## src/rtl/brush_writer_if.sv

```systemverilog
// Command and pixel-write bus between the control logic, brush_writer and the pixel store.
// The slave modport is the brush_writer side.
interface brush_writer_if #(
  parameter int unsigned COORD_W = 7,
  parameter int unsigned COLOR_W = 3,
  parameter int unsigned SIZE_W  = 3
);
  logic               cmdValid;
  logic               cmdReady;
  logic               cmdClear;
  logic [COORD_W-1:0] cmdX;
  logic [COORD_W-1:0] cmdY;
  logic [SIZE_W-1:0]  cmdSize;
  logic [COLOR_W-1:0] cmdColor;
  logic               wrEn;
  logic [COORD_W-1:0] wrX;
  logic [COORD_W-1:0] wrY;
  logic [COLOR_W-1:0] wrColor;
  logic               wrStall;
  logic               busy;
  logic               doneStrobe;

  modport master (
    output cmdValid, cmdClear, cmdX, cmdY, cmdSize, cmdColor, wrStall,
    input  cmdReady, wrEn, wrX, wrY, wrColor, busy, doneStrobe
  );

  modport slave (
    input  cmdValid, cmdClear, cmdX, cmdY, cmdSize, cmdColor, wrStall,
    output cmdReady, wrEn, wrX, wrY, wrColor, busy, doneStrobe
  );
endinterface

```

## src/rtl/brush_writer.sv

```systemverilog
// Expands brush-stroke and clear-screen commands into single-pixel writes for the
// pixel store, clipping brush footprints to the canvas and honouring write stalls.
module brush_writer #(
  parameter int unsigned COORD_W = 7,
  parameter int unsigned COLOR_W = 3,
  parameter int unsigned SIZE_W  = 3
) (
  input logic           clk,
  input logic           reset,
  brush_writer_if.slave bus
);

  localparam int unsigned SW = COORD_W + 2;
  localparam logic signed [SW-1:0] MaxS = $signed({2'b00, {COORD_W{1'b1}}});
  localparam logic [COORD_W-1:0] One = {{(COORD_W-1){1'b0}}, 1'b1};

  typedef enum logic [1:0] {StIdle, StPaint, StClear} state_e;

  state_e             state_q;
  logic [COORD_W-1:0] x_q, y_q, xlo_q, xhi_q, yhi_q;
  logic [COLOR_W-1:0] color_q;
  logic               wr_en_q, busy_q, done_q;

  logic signed [SW-1:0] cx_s, cy_s, h_s;
  logic [COORD_W-1:0]   xlo_c, xhi_c, ylo_c, yhi_c;

  function automatic logic [COORD_W-1:0] clip(input logic signed [SW-1:0] v);
    if (v[SW-1]) begin
      return '0;
    end else if (v > MaxS) begin
      return '1;
    end else begin
      return v[COORD_W-1:0];
    end
  endfunction

  // Footprint bounds from the live command fields; only sampled on acceptance.
  always_comb begin
    cx_s  = $signed({2'b00, bus.cmdX});
    cy_s  = $signed({2'b00, bus.cmdY});
    h_s   = $signed({{(SW-SIZE_W){1'b0}}, bus.cmdSize});
    xlo_c = clip(cx_s - h_s);
    xhi_c = clip(cx_s + h_s);
    ylo_c = clip(cy_s - h_s);
    yhi_c = clip(cy_s + h_s);
  end

  always_ff @(posedge clk or negedge reset) begin
    if (!reset) begin
      state_q <= StIdle;
      x_q     <= '0;
      y_q     <= '0;
      xlo_q   <= '0;
      xhi_q   <= '0;
      yhi_q   <= '0;
      color_q <= '0;
      wr_en_q <= 1'b0;
      busy_q  <= 1'b0;
      done_q  <= 1'b0;
    end else begin
      done_q <= 1'b0;
      case (state_q)
        StIdle: begin
          if (bus.cmdValid) begin
            color_q <= bus.cmdColor;
            wr_en_q <= 1'b1;
            busy_q  <= 1'b1;
            if (bus.cmdClear) begin
              x_q     <= '0;
              y_q     <= '0;
              xlo_q   <= '0;
              xhi_q   <= '1;
              yhi_q   <= '1;
              state_q <= StClear;
            end else begin
              x_q     <= xlo_c;
              y_q     <= ylo_c;
              xlo_q   <= xlo_c;
              xhi_q   <= xhi_c;
              yhi_q   <= yhi_c;
              state_q <= StPaint;
            end
          end
        end
        StPaint, StClear: begin
          // Outputs advance only when the current write is consumed.
          if (!bus.wrStall) begin
            if (x_q == xhi_q) begin
              if (y_q == yhi_q) begin
                wr_en_q <= 1'b0;
                busy_q  <= 1'b0;
                done_q  <= 1'b1;
                state_q <= StIdle;
              end else begin
                x_q <= xlo_q;
                y_q <= y_q + One;
              end
            end else begin
              x_q <= x_q + One;
            end
          end
        end
        default: state_q <= StIdle;
      endcase
    end
  end

  assign bus.cmdReady   = (state_q == StIdle);
  assign bus.wrEn       = wr_en_q;
  assign bus.wrX        = x_q;
  assign bus.wrY        = y_q;
  assign bus.wrColor    = color_q;
  assign bus.busy       = busy_q;
  assign bus.doneStrobe = done_q;

endmodule

```

## src/flat_wrapper.sv

```systemverilog
// flat-port wrapper written by rule: the top's interface ports become plain ports
module brush_writer_flat 
#(
  parameter int unsigned COORD_W = 7,
  parameter int unsigned COLOR_W = 3,
  parameter int unsigned SIZE_W  = 3
)
  (clk, reset, bus_cmdValid, bus_cmdClear, bus_cmdX, bus_cmdY, bus_cmdSize, bus_cmdColor, bus_wrStall, bus_cmdReady, bus_wrEn, bus_wrX, bus_wrY, bus_wrColor, bus_busy, bus_doneStrobe);
  brush_writer_if #(.COORD_W(COORD_W), .COLOR_W(COLOR_W), .SIZE_W(SIZE_W)) bus_i ();
  input logic clk;
  input logic reset;
  input wire logic [$bits(bus_i.cmdValid)-1:0] bus_cmdValid;
  input wire logic [$bits(bus_i.cmdClear)-1:0] bus_cmdClear;
  input wire logic [$bits(bus_i.cmdX)-1:0] bus_cmdX;
  input wire logic [$bits(bus_i.cmdY)-1:0] bus_cmdY;
  input wire logic [$bits(bus_i.cmdSize)-1:0] bus_cmdSize;
  input wire logic [$bits(bus_i.cmdColor)-1:0] bus_cmdColor;
  input wire logic [$bits(bus_i.wrStall)-1:0] bus_wrStall;
  output wire logic [$bits(bus_i.cmdReady)-1:0] bus_cmdReady;
  output wire logic [$bits(bus_i.wrEn)-1:0] bus_wrEn;
  output wire logic [$bits(bus_i.wrX)-1:0] bus_wrX;
  output wire logic [$bits(bus_i.wrY)-1:0] bus_wrY;
  output wire logic [$bits(bus_i.wrColor)-1:0] bus_wrColor;
  output wire logic [$bits(bus_i.busy)-1:0] bus_busy;
  output wire logic [$bits(bus_i.doneStrobe)-1:0] bus_doneStrobe;
  assign bus_i.cmdValid = bus_cmdValid;
  assign bus_i.cmdClear = bus_cmdClear;
  assign bus_i.cmdX = bus_cmdX;
  assign bus_i.cmdY = bus_cmdY;
  assign bus_i.cmdSize = bus_cmdSize;
  assign bus_i.cmdColor = bus_cmdColor;
  assign bus_i.wrStall = bus_wrStall;
  assign bus_cmdReady = bus_i.cmdReady;
  assign bus_wrEn = bus_i.wrEn;
  assign bus_wrX = bus_i.wrX;
  assign bus_wrY = bus_i.wrY;
  assign bus_wrColor = bus_i.wrColor;
  assign bus_busy = bus_i.busy;
  assign bus_doneStrobe = bus_i.doneStrobe;
  brush_writer #(.COORD_W(COORD_W), .COLOR_W(COLOR_W), .SIZE_W(SIZE_W)) u_core (.clk(clk), .reset(reset), .bus(bus_i));
endmodule
```

## config.mk

```make
export PLATFORM = sky130hd
export DESIGN_NAME = brush_writer_flat
export DESIGN_NICKNAME = d
export VERILOG_FILES = /design/src/rtl/brush_writer_if.sv /design/src/rtl/brush_writer.sv /design/src/flat_wrapper.sv
export SDC_FILE = /design/constraint.sdc
export NUM_CORES = 1
export LEC_CHECK = 0
export CAP_MARGIN = 25
export CORE_MARGIN = 1.5
export CORE_UTILIZATION = 35
export DETAILED_ROUTE_END_ITERATION = 8
export PLACE_DENSITY = 0.66
export SKIP_LAST_GASP = 1
export SLEW_MARGIN = 5
export SYNTH_ARGS = -nofsm -noshare
export SYNTH_HDL_FRONTEND = slang
export SYNTH_SLANG_ARGS = --single-unit
export TNS_END_PERCENT = 100
```

## constraint.sdc

```tcl
create_clock -name clk -period 2.4 [get_ports clk]
set_clock_uncertainty 0.05 [all_clocks]
set_input_delay 0.6 -clock clk [delete_from_list [all_inputs] [get_ports clk]]
set_output_delay 0.6 -clock clk [all_outputs]
set_load 0.03 [all_outputs]
```

==> results.md, run 1 <==
* Status: finished, final reports clean
* Worst slack, placed at -0.544 ns
* Gr ovfl total at 0
* HPWL after DPL at 5.86 mm
* Drt pass-1 iters at 4
* Slowest CP cell: clkdlybuf4s50_1
* Iteration-0 DRC Markers at 170
* Worst-margin pin slew at 0.523 ns
* Die height at 95.5 um
* First-pass GRT wire length at 12.6 mm
* Total CTS buffers at 5
* Post-Synthesis Cells at 345
* Drc violations at 0
* Final instance area at 4090 um^2
* RSZ-0062 raised after global routing: true
* Largest net degree at the start of global routing at 43
* CP Capture Type: flip-flop
* Vias per Instance at 5.05
* Ratio of final minimum period to clock period at 97.4%
* Final setup violation count at 0
* Maximum clock frequency at 0.428 GHz
* Top_reg_cell synth: dfrtp_1
* Routed length per placed instance at 14.3 um
* Yosys top cell by area: dfrtp_1
* Placed cell areas at 3850 um^2
* Seq pwr share at 29.5%
* Core area at 8260 um^2
* CTS tree: yes
* Clock latency on the worst-skew pair at 0.30 ns
* Root Driver: clkbuf_8
* Synth area leaders: dfrtp_1 (35%), xor2_1 (7.6%), ha_1 (6.7%)
* Clock Power Share at 11.1%
* Initial Util at 36.2%
* Total chip power at 0.00437 W
* Routed Antenna Nets at 0
* Hold Fails Final Rpt at 0
* Seq/Total Area, Yosys at 35.1%
* Hold-fix buffers, CTS at 0
* Crit path largest cell delay at 0.54 ns
* Relative slew slack at 65.1%
* Synth unique cells at 53
* H-tree depth at 2
* I/O pin total at 46
* MaxCap Viol Count at 0
* Cell chain of the critical path: clkdlybuf4s50_1 -> ha_1 -> nor2b_1 -> o21ai_0 -> buf_4 -> a311o_1 -> nor3_1 -> a221o_1
* Clock-pin slew on the worst setup and hold paths at 0.08 ns
* Detailed Route WL at 7.75 mm
* Clk buf depth at 2
* NetSw at 0.00200 W
* All-layer global routing usage at 17.9%
* Fin. max-slew vios at 0
* Sw Ratio at 45.7%
* Critical path arrival at 2.48 ns
* Post-synth top cells: dfrtp_1 (42), nand2_1 (41), nor2_1 (37), a21oi_1 (29), xor2_1 (26)
* Power share of the combinational group at 59.4%
* Fin nets at 481
* Antenna violations before repair at 0
* # diodes at 0
* Worst Setup Path Type: input port to flip-flop
* Synth-to-Final Area Change at 36.6%
* Die width at 95.5 um
* Vias in the first global route at 2658
* Lkg Pwr at 1.76 nW
* Cell Area, Synth at 2990 um^2
* Register bit total from synthesis at 42
* Vias at 2738
* Share of layout cells above drive strength 1 at 21.3%
* Top-count cell post-synth: dfrtp_1
* Yosys Warn Count at 0
* Die area at 9110 um^2
* Worst hold path type: input port to async pin
* Minimum clock period at 2.34 ns
* CP max FO at 6
* Power Internal at 0.00238 W
* Fin worst setup slack at 0.0613 ns
* Gpl congestion at 0.884
* Startpoint types: input port
* Peak supply drop at 495 uV
* Yosys top cell area share at 35.1%
* EDFF count, synth at 0
* Port-buffer cells at 45
* Synthesized Nets at 390
* Synth async-reset ratio at 100%
* Hold_ws at 0.294 ns
* Sink Count at 42
* Mean Syn Cell Area at 8.67 um^2
* Worst EP required at 2.54 ns
* Row cnt at 33
* Power Dens Cells at 1070 nW/um^2
-- timing repair --
| action | 4_1_cts | 5_1_grt |
|---|---|---|
| pin swaps | 9 | 12 |
| hold endpoints to repair | 0 | 0 |
| endpoints found under the setup margin | 10 | 9 |
| cloned | 0 | 0 |
| gates resized for setup | 18 | 16 |
| buffers inserted | 10 | 0 |
-- layout by cell type, fill, tap and decap left out, types with 3 or more instances in the layout --
master / instances
buf_4: 58
dfrtp_1: 42
nand2_1: 40
nor2_1: 37
clkdlybuf4s50_1: 36
a21oi_1: 27
xor2_1: 26
o21ai_0: 16
ha_1: 13
inv_1: 11
nor3_1: 11
mux2i_1: 10
xnor2_1: 9
nand3_1: 8
nor2b_1: 7
clkbuf_8: 6
o211ai_1: 4
o22a_1: 4
o21ai_1: 4
nor3_2: 3
dlygate4sd2_1: 3
dlymetal6s2s_1: 3
-- logic make-up after synthesis --
logic type	count (synthesis)	synth area share (%)
buf+inv	34	4.98
mux	12	4.22
fa+ha+maj	20	9.37
xor+xnor	35	10.2
compound gates	75	15.4
simple gates	127	20.6
flops	42	35.1
-- layout make-up --
class	instances	area [um^2]
Fill cell	793	4170
Multi-Input combinational cell	269	1870
Sequential cell	42	1050
Timing Repair Buffer	103	881
Tap cell	105	131
Clock buffer	6	82.6
Inverter	15	61.3
Clock inverter	2	12.5
-- per-layer routing --
layer | track usage, % | vias to the layer above | share of wire, %
met5 | 0 | - | 0
met4 | 6.50 | 0 | 1.5
met3 | 2.79 | 8 | 3.7
met2 | 28.2 | 57 | 46
met1 | 24.8 | 1304 | 48
li1 | - | 1369 | -
-- path summary, 6_finish.rpt --
check                                            from                    end  slack (ns)  cells past startpoint
worst max-delay path                      bus_cmdY[1]      u_core.bus.wrY[3]        0.06                      8
worst min-delay path                            reset        u_core.yhi_q[6]        0.29                      2
worst max register to register      u_core.bus.wrX[1]      u_core.bus.wrY[3]        0.16                      6
worst min register to register  u_core.bus.wrColor[2]  u_core.bus.wrColor[2]        0.43                      2
max in group asynchronous                       reset      u_core.bus.wrX[3]        1.63                      2
min in group clk                u_core.bus.wrColor[2]  u_core.bus.wrColor[2]        0.43                      2
-- flip-flops by register name, summed over array words and instances (netlist names) --
name                   count
u_core.xhi_q               7
u_core.yhi_q               7
u_core.bus.wrY             7
u_core.bus.wrColor         3
u_core.bus.doneStrobe      1
u_core.xlo_q               7
u_core.bus.wrEn            1
u_core.state_q             2
u_core.bus.wrX             7
-- worst max-delay path: cells and delay by family --
kind,cells,cell delay (ns)
simple gates,2,0.23
compound gates,3,0.69
fa+ha+maj,1,0.26
buf+inv,2,0.68
-- power by group through the flow --
stage               Combinational (W)  Sequential, W  Clock, W
finish                        0.00260        0.00129  0.000485
floorplan                     0.00137        0.00154         0
detailed placement            0.00255        0.00130         0
CTS                           0.00258        0.00129  0.000491
global placement              0.00251        0.00130         0
global route                  0.00283        0.00133  0.000519
-- stage by stage --
| stage | util [%] | instances | TNS (ns) |
|---|---|---|---|
| 6_report | 49.5 | 542 | 0 |
| 5_1_grt | 49.5 | 542 | -0.0557 |
| 4_1_cts | 49.0 | 543 | 0 |
| 3_5_place_dp | 46.7 | 525 | -9.68 |
| 3_3_place_gp | 46.7 | 525 | -8.94 |
| 2_1_floorplan | - | 345 | 0 |
Power figures use the tool's default switching activity.
==> run 2, diff against run 1 <==
- SETUP_SLACK_MARGIN: not set -> 0.1
==> results.md, run 2 (synthesis results as in run 1) <==
* Status: finished, final reports clean
* Antenna violations before repair at 0
* Crit-path most repeated cell: o21ai_0
* Critical path arrival at 2.40 ns
* Total CTS buffers at 5
* Critical path's top delay family: compound AO/OA/AOI/OAI gates
* Fin. max-slew vios at 0
* # diodes at 0
* Worst R2R Path Depth at 6
* Slowest CP cell: clkdlybuf4s50_1
* Reg-to-reg critical path startpoint: u_core.bus.wrY[4]
* Fin worst setup slack at 0.182 ns
* Gr ovfl total at 0
* Crit path largest cell delay at 0.46 ns
* RSZ-0062 raised after global routing: true
* Routed Antenna Nets at 0
* Clock latency on the worst-skew pair at 0.30 ns
* Relative slew slack at 63.5%
* Lkg Pwr at 1.75 nW
* Crit. path cell count at 7
* Minimum clock period at 2.22 ns
* Die area at 9110 um^2
* Worst Setup Path Type: input port to flip-flop
* Vias per Instance at 5.06
* H-tree depth at 2
* Clk buf depth at 2
* Largest net degree at the start of global routing at 43
* Hold Fails Final Rpt at 0
* Most frequent cells in the layout: buf_4 (54), dfrtp_1 (42), nand2_1 (41)
* Critical path buffers and inverters at 2
* Ratio of final minimum period to clock period at 92.4%
* Hold_ws at 0.309 ns
* CP Capture Type: flip-flop
* Drc violations at 0
* Final setup violation count at 0
* Cell chain of the critical path: clkdlybuf4s50_1 -> ha_4 -> o21ai_0 -> buf_4 -> a311o_2 -> o21ai_0 -> o22a_1
* Worst-margin pin slew at 0.547 ns
* Drt pass-1 iters at 4
* HPWL after DPL at 5.85 mm
* Worst slack, placed at -0.647 ns
* Peak supply drop at 373 uV
* Routed length per placed instance at 14.5 um
* Worst EP required at 2.59 ns
* Worst hold path type: input port to async pin
* Vias in the first global route at 2648
* Root Driver: clkbuf_8
* Gpl congestion at 0.900
* Initial Util at 36.2%
* R2R setup slack at 0.20 ns
* Commonest non-fill, non-tap cell in the layout: buf_4
* Startpoint types: input port
* MaxCap Viol Count at 0
* Row cnt at 33
* Die height at 95.5 um
* Total chip power at 0.00459 W
* Port-buffer cells at 45
* All-layer global routing usage at 17.5%
* Clock-pin slew on the worst setup and hold paths at 0.09 ns
* Core area at 8260 um^2
* Die width at 95.5 um
* Detailed Route WL at 7.76 mm
* Sink Count at 42
* Vias at 2715
* I/O pin total at 46
* Power Dens Cells at 1120 nW/um^2
* Fin nets at 476
* Reg2reg end: u_core.bus.wrY[3]
* Iteration-0 DRC Markers at 183
* First-pass GRT wire length at 12.6 mm
* Maximum clock frequency at 0.451 GHz
* CP max FO at 6
* CTS tree: yes
* Synth-to-Final Area Change at 36.7%
* Share of layout cells above drive strength 1 at 21.1%
## run 2: area by class of cell
class | instances | area (um^2)
clock buffers | 5 | 68.8
clock inverters | 3 | 68.8
fillers | 776 | 4170
inverters | 15 | 58.8
multi-input cells | 269 | 1870
flip-flops and latches | 42 | 1050
well taps | 105 | 131
repair buffers | 98 | 837
## run 2: worst max-delay path by stage
stage	startpoint	to	slack [ns]
finish	bus_cmdY[2]	u_core.bus.wrY[0]	0.18
global route	bus_cmdX[0]	u_core.bus.wrX[6]	0.05
CTS	bus_cmdX[0]	u_core.bus.wrX[6]	0.01
detailed placement	bus_cmdSize[0]	u_core.bus.wrX[6]	-0.65
global placement	bus_cmdSize[0]	u_core.bus.wrX[6]	-0.57
floorplan	bus_cmdSize[1]	u_core.bus.wrX[6]	0.07
## run 2: routing by layer
metal,part of all wire [%],global-route usage [%],vias to the layer above,routed length (um)
met4,0.79,3.92,0,61
met5,0,0,-,0
met2,47,28.6,60,3640
met1,49,24.8,1297,3800
li1,-,-,1353,-
met3,3.3,1.99,5,255
## run 2: worst reg2reg max path: cells and delay by family, from the launching register on
kind,cells,cell delay (ns)
xor+xnor,1,0.20
flops,1,0.48
simple gates,3,0.78
compound gates,1,0.28
mux,1,0.30
## run 2: stage by stage
stage | std cells | cell area, um^2 | utilization (%) | setup TNS, ns
2_1_floorplan | 345 | 3020 | - | 0
6_report | 537 | 4090 | 49.5 | 0
4_1_cts | 536 | 4050 | 49.0 | 0
3_3_place_gp | 523 | 3850 | 46.7 | -9.85
5_1_grt | 537 | 4090 | 49.5 | 0
3_5_place_dp | 523 | 3850 | 46.7 | -10.68
## run 2: power by group
part	switching [W]	total (W)	internal, W
clock network	0.000264	0.000681	0.000417
logic	0.00147	0.00260	0.00113
registers	0.000286	0.00130	0.00102
## run 2: what timing repair did
action	in CTS	in global routing
gates resized for setup	23	11
endpoints found under the setup margin	26	10
pin swaps	10	12
buffers inserted	5	1
hold buffers	0	0
